## src/rtl/restoring_divider_seq.sv

```systemverilog
// Sequential unsigned restoring divider: one quotient bit per enabled clock,
// with valid/ready handshakes on both the operand and the result side.
module restoring_divider_seq #(
    parameter int width = 8
) (
    input  logic             clk,
    input  logic             rst,
    input  logic             clk_en,
    input  logic             in_vld,
    output logic             in_rdy,
    input  logic [width-1:0] dividend,
    input  logic [width-1:0] divisor,
    output logic             res_vld,
    input  logic             res_rdy,
    output logic [width-1:0] quotient,
    output logic [width-1:0] remainder,
    output logic             div_by_zero,
    output logic             busy
);

    localparam int cw = (width > 2) ? $clog2(width) : 1;

    typedef enum logic [1:0] {
        IDLE = 2'd0,
        RUN  = 2'd1,
        DONE = 2'd2
    } state_t;

    state_t           state;
    logic [cw-1:0]    count;
    logic [width-1:0] partial_rem;
    logic [width-1:0] shift_reg;
    logic [width-1:0] divisor_reg;

    logic [width:0]   shifted;
    logic [width:0]   trial;
    logic [width-1:0] rem_next;
    logic [width-1:0] quo_next;

    assign in_rdy = (state == IDLE);
    assign busy   = (state != IDLE);

    // Trial subtraction is one bit wider than the operands so the borrow survives.
    always_comb begin
        shifted = {partial_rem, shift_reg[width-1]};
        trial   = shifted - {1'b0, divisor_reg};
        if (!trial[width]) begin
            rem_next = trial[width-1:0];
            quo_next = {shift_reg[width-2:0], 1'b1};
        end else begin
            rem_next = shifted[width-1:0];
            quo_next = {shift_reg[width-2:0], 1'b0};
        end
    end

    always_ff @(posedge clk) begin
        if (rst) begin
            state       <= IDLE;
            count       <= '0;
            partial_rem <= '0;
            shift_reg   <= '0;
            divisor_reg <= '0;
            res_vld     <= 1'b0;
            quotient    <= '0;
            remainder   <= '0;
            div_by_zero <= 1'b0;
        end else if (clk_en) begin
            case (state)
                IDLE: begin
                    if (in_vld) begin
                        divisor_reg <= divisor;
                        if (divisor == '0) begin
                            state       <= DONE;
                            quotient    <= '1;
                            remainder   <= dividend;
                            div_by_zero <= 1'b1;
                            res_vld     <= 1'b1;
                        end else begin
                            state       <= RUN;
                            partial_rem <= '0;
                            shift_reg   <= dividend;
                            count       <= cw'(width - 1);
                        end
                    end
                end
                RUN: begin
                    partial_rem <= rem_next;
                    shift_reg   <= quo_next;
                    if (count == '0) begin
                        // Final iteration: publish the result on the same edge.
                        state       <= DONE;
                        quotient    <= quo_next;
                        remainder   <= rem_next;
                        div_by_zero <= 1'b0;
                        res_vld     <= 1'b1;
                    end else begin
                        count <= count - 1'b1;
                    end
                end
                DONE: begin
                    if (res_rdy) begin
                        state   <= IDLE;
                        res_vld <= 1'b0;
                    end
                end
                default: begin
                    state   <= IDLE;
                    res_vld <= 1'b0;
                end
            endcase
        end
    end

endmodule
```

## config.mk

```make
export PLATFORM = sky130hd
export DESIGN_NAME = restoring_divider_seq
export DESIGN_NICKNAME = d
export VERILOG_FILES = /design/src/rtl/restoring_divider_seq.sv
export SDC_FILE = /design/constraint.sdc
export NUM_CORES = 1
export LEC_CHECK = 0
export ABC_AREA = 1
export CAP_MARGIN = 20
export CELL_PAD_IN_SITES_DETAIL_PLACEMENT = 0
export CELL_PAD_IN_SITES_GLOBAL_PLACEMENT = 1
export CORE_MARGIN = 2
export CORE_UTILIZATION = 35
export CTS_CLUSTER_DIAMETER = 30
export DETAILED_ROUTE_END_ITERATION = 12
export GPL_TIMING_DRIVEN = 0
export PLACE_DENSITY_LB_ADDON = 0.2
export SLEW_MARGIN = 30
export SYNTH_ARGS = -nofsm -noshare
export SYNTH_HDL_FRONTEND = slang
export SYNTH_SLANG_ARGS = --single-unit
```

## constraint.sdc

```tcl
create_clock -name clk -period 3 [get_ports clk]
set_input_delay 0.6 -clock clk [delete_from_list [all_inputs] [get_ports clk]]
set_output_delay 0.6 -clock clk [all_outputs]
set_load 0.01 [all_outputs]
```

==> results_dict.tcl, run 1 <==
set metrics [dict create \
    status "complete, no violations" \
    cts_root_buf "clkbuf_8" \
    vias_per_cell 4.65 \
    powerDensity_mw_per_mm2 529 \
    clk_pin_slew_ns 0.10 \
    ys_ff_latch 47 \
    yosysSeqAreaShare 0.358 \
    setup_viol 0 \
    wire_per_inst_um 12.1 \
    ir_worst_vdd_v 0.000264 \
    rows 31 \
    diodes 0 \
    p_leak_nw 1.54 \
    rsz0062_at_grt "false" \
    grt_pass1_vias 2391 \
    ctsHoldBuffers 0 \
    endpoint_kind "flop" \
    nets 475 \
    port_buffers 39 \
    synth_area_leaders "dfxtp_1, nand2_1, inv_1, nand3_1, nor2_1" \
    syn_area_mm2 0.00263 \
    synth_common_cells "nand2_1, inv_1, nor2_1" \
    critPathArrivalTime_ns 2.39 \
    grt_max_degree 15 \
    yosys.area.top_type "dfxtp_1" \
    maxCapViolCount 0 \
    yosysWarnings 0 \
    maxSlewViolCount 0 \
    dpl_cell_area_mm2 0.00314 \
    synthesis.nets 429 \
    max_clock_freq_ghz 0.457 \
    grt_pass1_wl_mm 11.0 \
    hpwl_mm 5.14 \
    fin_cells 543 \
    dieWidth_um 90.6 \
    dr_total_vias 2527 \
    clockBufferDepth 2 \
    clk_latency_ns 0.30 \
    syn_inst 397 \
    htreeDepth 2 \
    cts_buffers 5 \
    wirelength_mm 6.58 \
    clock-sinks 47 \
    synthDistinctLibCells 33 \
    cts_resized 0 \
    ios 41 \
    design_area_mm2 0.00324 \
    route.detailed.drc 0 \
    crit_path_max_fanout 8 \
    antenna_found_initial 0 \
    min_period_ns 2.19 \
    path_class "flop to flop" \
    worst_pin_slew_ns 0.493 \
    initial_utilization 0.362 \
    async_flop_share 0 \
    synth_flop_cell "dfxtp_1" \
    placed_cells 535 \
    area_delta_synth_final_pct 23.5 \
    synth_edf_count 0 \
    drtIter0Drc 142 \
    hold_path.class "flop to flop" \
    ant_nets 0 \
    grt-ovfl-total 0 \
    grt_usage 0.166 \
    die_area_mm2 0.00821 \
    core_mm2 0.00725 \
    postCtsSetupRepairBufs 0 \
    gp_congestion 0.840 \
    drt-pass1-iter-count 4 \
    crit_path_start_kind "flop" \
    syn_avg_cell_area_um2 6.61 \
    required_ns 3.20 \
    cts_tree "built" \
    tns_ns 0 \
    chipHeight_um 90.6 \
    finalClockSkew_ns 0.00814 \
    drive_gt1_frac 0.0811 \
    yosys.area.top_type_share 0.358 \
    finalCritPeriodShare 0.730 \
    slew_headroom 0.671 \
    yosysMostFrequentCell "nand2_1" \
    hold_viol_final 0 \
]
[through the flow]
stage	hold WS [ns]	power (mW)	util	setup slack, ns
after floorplan	0.427	1.12	-	1.21
after global placement	0.451	1.29	0.433	0.651
after detailed placement	0.453	1.29	0.433	0.652
after CTS	0.467	1.73	0.447	0.816
after global routing	0.487	1.85	0.447	0.599
final	0.461	1.72	0.447	0.810
[worst max-delay path: stages, from the launching register on]
cell and delay [ns]:
dfxtp_1 0.34, inv_1 0.06, ha_1 0.13, inv_1 0.06, fa_1 0.40, nand2_1 0.10
nand2_1 0.11, nand3_1 0.15, nand2_1 0.09, nand2_1 0.07, nand2_1 0.18, nand3_1 0.16
nand3_1 0.12, nand2_1 0.08, inv_1 0.03
[area by class of cell]
cell class | instances | area (um^2)
Sequential cell | 47 | 941
Tap cell | 99 | 124
Clock inverter | 1 | 7.51
Timing Repair Buffer | 39 | 390
Inverter | 68 | 262
Buffer | 14 | 88.8
Fill cell | 786 | 4010
Clock buffer | 7 | 96.3
Multi-Input combinational cell | 268 | 1330
[cells by family after synthesis]
logic type / Yosys count / synth area share
fa+ha+maj: 11 / 0.0553
compound gates: 53 / 0.114
flops: 47 / 0.358
xor+xnor: 3 / 0.0100
simple gates: 201 / 0.329
buf+inv: 82 / 0.133
[per-layer routing]
metal	share of wire	GRT usage	routed length, um
met3	0.033	0.0234	217
met2	0.46	0.280	3030
met4	0.011	0.0551	74
met5	0	0	0
met1	0.50	0.217	3260
[cells in the final DEF, fill, tap and decap left out, drive strengths merged]
master and n:
xnor2 1, ha 10, a31oi 8, o21ai 22, clkinvlp 1, o22ai 4
xor2 2, o211a 1, nor3 3, a21oi 17, nand2 86, clkdlybuf4s50 39
a211oi 1, nand3 44, nor2 65, dfxtp 47, clkinv 1, or2 1
nand4 2, inv 67, fa 1, clkbuf 12, buf 9
[final timing paths]
| check | from | end | slack, ns | depth (start not counted) |
|---|---|---|---|---|
| worst max-delay path | shift_reg[7]$_SDFFE_PP0P_ | remainder[7]$_SDFFE_PP0P_ | 0.81 | 14 |
| worst min-delay path | divisor_reg[0]$_SDFFE_PP0P_ | divisor_reg[0]$_SDFFE_PP0P_ | 0.46 | 2 |
| worst max register to register | shift_reg[7]$_SDFFE_PP0P_ | remainder[7]$_SDFFE_PP0P_ | 0.81 | 14 |
| worst min register to register | divisor_reg[0]$_SDFFE_PP0P_ | divisor_reg[0]$_SDFFE_PP0P_ | 0.46 | 2 |
[report_power, final]
part	internal, mW	leakage (nW)	switching (mW)
Sequential	0.682	0.386	0.0393
Combinational	0.223	1.10	0.336
Clock	0.210	0.0505	0.226
Total	1.11	1.54	0.601
No activity file was read; power rests on OpenSTA's default activity.
==> run 2, diff against run 1 <==
--- a/config.mk
+++ b/config.mk
@@ -10,7 +10,7 @@
 export CELL_PAD_IN_SITES_DETAIL_PLACEMENT = 0
 export CELL_PAD_IN_SITES_GLOBAL_PLACEMENT = 1
 export CORE_MARGIN = 2
-export CORE_UTILIZATION = 35
+export CORE_UTILIZATION = 34
 export CTS_CLUSTER_DIAMETER = 30
 export DETAILED_ROUTE_END_ITERATION = 12
 export GPL_TIMING_DRIVEN = 0
==> constraint.sdc (replaced) <==
create_clock -name clk -period 1.8 [get_ports clk]
set_input_delay 0.36 -clock clk [delete_from_list [all_inputs] [get_ports clk]]
set_output_delay 0.36 -clock clk [all_outputs]
set_load 0.01 [all_outputs]
==> run 2 against run 1 <==
Compared with the run above:
- combinational power is 130% higher
- worst setup slack worse by 0.85 ns
- via count is 1.5% higher
- register-to-register slack worse by 0.85 ns
- core utilization is 3.7 points higher
- fmax is 19% higher
- routed wire length is 10% higher
- the flow now finishes with violations (negative setup slack)
- sequential share of layout area is 3.1 points lower
- die area is 2.8% higher
- critical path depth stayed put
- cell count is 1.5% higher
- largest power group is now combinational logic
==> results_dict.tcl, run 2 (synthesis results as in run 1) <==
set metrics [dict create \
    path_class "flop to flop" \
    utilization 0.484 \
    vias_per_cell 4.66 \
    drive_gt1_frac 0.223 \
    hold_slack_ns 0.467 \
    total_power_mw 3.16 \
    port_buffers 39 \
    finalClockSkew_ns 0.0130 \
    grt_pass1_vias 2547 \
    initial_utilization 0.345 \
    critPathArrivalTime_ns 2.06 \
    seqPwrFrac 0.384 \
    finalCritPeriodShare 1.02 \
    critPathBufInv 3 \
    ant_nets 0 \
    p_leak_nw 1.63 \
    swShare 0.396 \
    diodes 0 \
    hold_path_depth 2 \
    maxCapViolCount 0 \
    grt_usage 0.177 \
    maxSlewViolCount 0 \
    power.switching_mw 1.25 \
    clk_latency_ns 0.31 \
    setup_viol 13 \
    slowest_delay_ns 0.34 \
    rows 32 \
    hold_path.class "flop to flop" \
    chipHeight_um 91.9 \
    layout_setup_ws_ns -0.0394 \
    powerDensity_mw_per_mm2 859 \
    design_area_mm2 0.00368 \
    dr_total_vias 2565 \
    cts_tree "built" \
    cts_root_buf "clkbuf_8" \
    r2r-start "shift_reg[7]$_SDFFE_PP0P_" \
    ir_worst_vdd_v 0.000357 \
    crit_chain "inv_2 -> ha_4 -> inv_2 -> fa_2 -> nand2_2 -> nand2_4 -> nand3_4 -> nand2_4 -> nand2_4 -> nand2_8 -> nand3_1 -> nand3_1 -> nand2_1 -> inv_1" \
    whs_endpoint "div_by_zero$_SDFFE_PP0P_" \
    wire_per_inst_um 13.2 \
    fin_cells 551 \
    crit_path_start_kind "flop" \
    tns_ns -0.186 \
    core_mm2 0.00761 \
    cp_top_family "simple AND/OR/NAND/NOR gates" \
    hpwl_mm 5.17 \
    max_clock_freq_ghz 0.544 \
    crit_path_max_fanout 8 \
    htreeDepth 2 \
    layout.cells.most_common_list "nand2_1, inv_1, nor2_1" \
    placed_cells 538 \
    cp_slowest_cell "dfxtp_2" \
    clockBufferDepth 2 \
    nets 481 \
    wirelength_mm 7.25 \
    reg2reg_slack_ns -0.04 \
    rsz0062_at_grt "true" \
    die_area_mm2 0.00844 \
    combPwrFrac 0.412 \
    required_ns 2.02 \
    crit_path_frequent_cell "nand2_4" \
    min_period_ns 1.84 \
    dpl_cell_area_mm2 0.00314 \
    ios 41 \
    slew_headroom 0.647 \
    worst_pin_slew_ns 0.530 \
    clk_pin_slew_ns 0.10 \
    endpoint_kind "flop" \
    route.detailed.drc 0 \
    clock-sinks 47 \
    gp_congestion 0.818 \
    p_int_mw 1.91 \
    r2r_cells 14 \
    grt-ovfl-total 0 \
    final_common_cell "nand2_1" \
    timing.rr.end "partial_rem[3]$_SDFFE_PP0P_" \
    status "finished with violations" \
    area_delta_synth_final_pct 40.2 \
    power_frac_clock 0.204 \
    grt_max_degree 15 \
    grt_pass1_wl_mm 12.1 \
    preCtsSetupSlack_ns -0.321 \
    hold_viol_final 0 \
    antenna_found_initial 0 \
    violations "negative setup slack" \
    drtIter0Drc 91 \
    dieWidth_um 91.9 \
    cts_buffers 5 \
    drt-pass1-iter-count 4 \
    min_from "div_by_zero$_SDFFE_PP0P_" \
]
-- run 2: cell types whose count changed in the layout (fill, tap and decap cells not counted), moves of 5 or more --
cell     change
buf_4        +5
dfxtp_1      -7
dfxtp_2      +6
nand2_1     -10
nand3_1     -28
nand3_2     +18
nand3_4     +10
-- run 2: worst max-delay path by stage --
stage                              start                           to  depth (start not counted)
6_report       shift_reg[7]$_SDFFE_PP0P_  partial_rem[3]$_SDFFE_PP0P_                         14
5_1_grt        shift_reg[7]$_SDFFE_PP0P_    remainder[5]$_SDFFE_PP0P_                         14
4_1_cts        shift_reg[7]$_SDFFE_PP0P_    remainder[0]$_SDFFE_PP0P_                         14
3_5_place_dp   shift_reg[7]$_SDFFE_PP0P_    remainder[0]$_SDFFE_PP0P_                         14
3_3_place_gp                  divisor[6]    remainder[7]$_SDFFE_PP0P_                         12
2_1_floorplan  shift_reg[7]$_SDFFE_PP0P_  partial_rem[7]$_SDFFE_PP0P_                         14
-- run 2: worst register-to-register path, cell delays in order, from the launching register on --
cell and delay (ns):
dfxtp_2 0.34, inv_2 0.06, ha_4 0.11, inv_2 0.04, fa_2 0.34, nand2_2 0.09
nand2_4 0.07, nand3_4 0.12, nand2_4 0.09, nand2_4 0.10, nand2_8 0.10, nand3_1 0.12
nand3_1 0.08, nand2_1 0.06, inv_1 0.03
-- run 2: area by class of cell --
| class | count | area (um^2) |
|---|---|---|
| timing repair buffer | 44 | 430 |
| tap | 102 | 128 |
| multi-input combinational | 269 | 1740 |
| inverter | 68 | 262 |
| buffer | 14 | 90.1 |
| sequential | 47 | 952 |
| clock inverter | 2 | 13.8 |
| clock buffer | 5 | 68.8 |
| fill | 803 | 3930 |
-- run 2: layer usage --
| layer | wire, um | part of all wire | vias to the layer above | GRT usage |
|---|---|---|---|---|
| met5 | 0 | 0 | - | 0 |
| met4 | 97 | 0.013 | 0 | 0.0448 |
| met3 | 226 | 0.031 | 7 | 0.0320 |
| met2 | 3490 | 0.48 | 34 | 0.302 |
| met1 | 3440 | 0.47 | 1175 | 0.231 |
| li1 | - | - | 1349 | - |
-- run 2: timing repair --
item / CTS / global route
hold buffers: 0 / 0
endpoints found under the setup margin: 20 / 27
pin swaps: 12 / 15
setup buffers: 2 / 3
gates resized for setup: 50 / 38
gates cloned: 1 / 0
-- run 2: power by group through the flow --
stage               Combinational [mW]  Sequential, mW  Clock, mW
global placement                 0.923            1.22          0
finish                            1.30            1.22      0.644
global route                      1.45            1.23      0.686
floorplan                        0.641            1.22          0
CTS                               1.13            1.21      0.650
detailed placement               0.933            1.23          0
==> run 3, diff against run 2 <==
--- a/config.mk
+++ b/config.mk
@@ -9,7 +9,6 @@
 export CAP_MARGIN = 20
 export CELL_PAD_IN_SITES_DETAIL_PLACEMENT = 0
 export CELL_PAD_IN_SITES_GLOBAL_PLACEMENT = 1
-export CORE_MARGIN = 2
 export CORE_UTILIZATION = 34
 export CTS_CLUSTER_DIAMETER = 30
 export DETAILED_ROUTE_END_ITERATION = 12
==> run 3 against run 2 <==
Compared with the run above:
- the run still ends with negative setup slack left
- first-iteration DRC count down 15%
- clock skew down 0.0010 ns
- flip-flop and latch count unchanged
- cell count down 0.36%
- critical path depth unchanged
- sequential share of layout area down 0.63 points
- worst setup slack worse by 0.0037 ns
- power up 7.3%
- clock-buffer cell count up 1
- core utilization up 2.7 points
- critical path type unchanged
==> results_dict.tcl, run 3 (synthesis results as in run 1) <==
set metrics [dict create \
    status "finished with violations" \
    violations "negative setup slack" \
    tns_ns -0.407 \
    grt_max_degree 16 \
    port_buffers 39 \
    final_common_cell "nand2_1" \
    finalClockSkew_ns 0.0120 \
    fillers 745 \
    nets 481 \
    diodes 0 \
    crit_path_start_kind "flop" \
    clockBufferDepth 2 \
    maxCapViolCount 0 \
    clock-sinks 47 \
    ir_worst_vdd_v 0.000405 \
    htreeDepth 2 \
    drtIter0Drc 77 \
    slew_headroom 0.656 \
    ctsHoldBuffers 0 \
    design_area_mm2 0.00376 \
    total_power_mw 3.39 \
    clk_pin_slew_ns 0.09 \
    rows 31 \
    hold_viol_final 0 \
    cts_tree "built" \
    cp-startpoint "shift_reg[7]$_SDFFE_PP0P_" \
    cts_root_buf "clkbuf_8" \
    dpl_cell_area_mm2 0.00314 \
    max_clock_freq_ghz 0.543 \
    min_period_ns 1.84 \
    endpoint_kind "flop" \
    p_leak_nw 1.66 \
    core_mm2 0.00737 \
    path_class "flop to flop" \
    grt-ovfl-total 0 \
    dieWidth_um 89.9 \
    grt_usage 0.177 \
    worst_pin_slew_ns 0.515 \
    crit_chain "inv_2 -> ha_4 -> inv_4 -> fa_2 -> nand2_2 -> nand2_4 -> nand3_4 -> nand2_4 -> nand2_4 -> nand2_8 -> nand3_2 -> nand3_2 -> nand2_1 -> inv_1" \
    hpwl_mm 5.08 \
    crit_path_frequent_cell "nand2_4" \
    maxSlewViolCount 0 \
    wire_per_inst_um 12.6 \
    drive_gt1_frac 0.236 \
    route.detailed.drc 0 \
    die_area_mm2 0.00808 \
    cp-endpoint "partial_rem[6]$_SDFFE_PP0P_" \
    rsz0062_at_grt "true" \
    layout.cells.most_common_list "nand2_1, inv_1, nor2_1" \
    critPathArrivalTime_ns 2.05 \
    clk_latency_ns 0.30 \
    dr_total_vias 2559 \
    initial_utilization 0.356 \
    crit_path_max_fanout 8 \
    drt-pass1-iter-count 6 \
    slowest_delay_ns 0.35 \
    wirelength_mm 6.91 \
    gp_congestion 0.840 \
    hold_path.class "flop to flop" \
    setup_viol 15 \
    r2r-start "shift_reg[7]$_SDFFE_PP0P_" \
    powerDensity_mw_per_mm2 902 \
    ios 41 \
    area_delta_synth_final_pct 43.4 \
    cts_buffers 5 \
    antenna_found_initial 0 \
    required_ns 2.01 \
    vias_per_cell 4.66 \
    ant_nets 0 \
    reg2reg_slack_ns -0.04 \
    timing.rr.end "partial_rem[6]$_SDFFE_PP0P_" \
    chipHeight_um 89.9 \
    r2r_cells 14 \
    finalCritPeriodShare 1.02 \
    grt_pass1_wl_mm 11.5 \
    grt_pass1_vias 2379 \
    layout_setup_ws_ns -0.0431 \
    cp_slowest_cell "fa_2" \
]
run 3: cell type report:
type | count | area, um^2 | area share
multi-input cells | 269 | 1790 | 0.475
flip-flops and latches | 47 | 950 | 0.252
repair buffers | 44 | 428 | 0.114
inverters | 68 | 264 | 0.0701
well taps | 99 | 124 | 0.0329
plain buffers | 14 | 90.1 | 0.0239
clock buffers | 6 | 82.6 | 0.0219
clock inverters | 2 | 38.8 | 0.0103
run 3: worst max-delay path, delay by kind of cell, from the launching register on:
| kind | cells | cell delay [ns] |
|---|---|---|
| DFF | 1 | 0.34 |
| and+or+nand+nor | 9 | 0.81 |
| buffers and inverters | 3 | 0.11 |
| adders and majority gates | 2 | 0.47 |
run 3: worst min-delay path by stage:
stage | from | to | slack [ns] | depth (start not counted)
2_1_floorplan | divisor_reg[0]$_SDFFE_PP0P_ | divisor_reg[0]$_SDFFE_PP0P_ | 0.43 | 2
3_5_place_dp | divisor_reg[0]$_SDFFE_PP0P_ | divisor_reg[0]$_SDFFE_PP0P_ | 0.46 | 2
6_report | res_vld$_SDFFE_PP0P_ | res_vld$_SDFFE_PP0P_ | 0.47 | 2
3_3_place_gp | divisor_reg[0]$_SDFFE_PP0P_ | divisor_reg[0]$_SDFFE_PP0P_ | 0.46 | 2
5_1_grt | res_vld$_SDFFE_PP0P_ | res_vld$_SDFFE_PP0P_ | 0.50 | 2
4_1_cts | divisor_reg[4]$_SDFFE_PP0P_ | divisor_reg[4]$_SDFFE_PP0P_ | 0.47 | 2
run 3: per-layer routing:
layer  global-route usage  wire [um]  vias to the layer above
li1                     -          -                     1352
met1                0.231       3300                     1176
met2                0.305       3390                       27
met3               0.0296        197                        4
met4               0.0403         23                        0
met5                    0          0                        -
run 3: power by group:
group          total (mW)  internal (mW)  switching, mW  leakage, nW
logic                1.34          0.526          0.816         1.21
clock network       0.834          0.457          0.377       0.0618
registers            1.22           1.14         0.0783        0.388
total                3.39           2.12           1.27         1.66
run 3: stage by stage:
step           hold slack (ns)  setup WS, ns  cells   util
2_1_floorplan            0.427       0.00564    397      -
3_3_place_gp             0.457        -0.310    535  0.426
3_5_place_dp             0.458        -0.305    535  0.426
4_1_cts                  0.472       -0.0179    548  0.495
5_1_grt                  0.504        -0.158    549  0.511
6_report                 0.472       -0.0431    549  0.511
run 3: timing repair:
item / CTS / global route
resized for setup: 71 / 22
setup buffers: 4 / 1
endpoints found under the setup margin: 20 / 25
pin swaps: 23 / 14
endpoints found under the hold margin: 0 / 0
gates cloned: 1 / 0
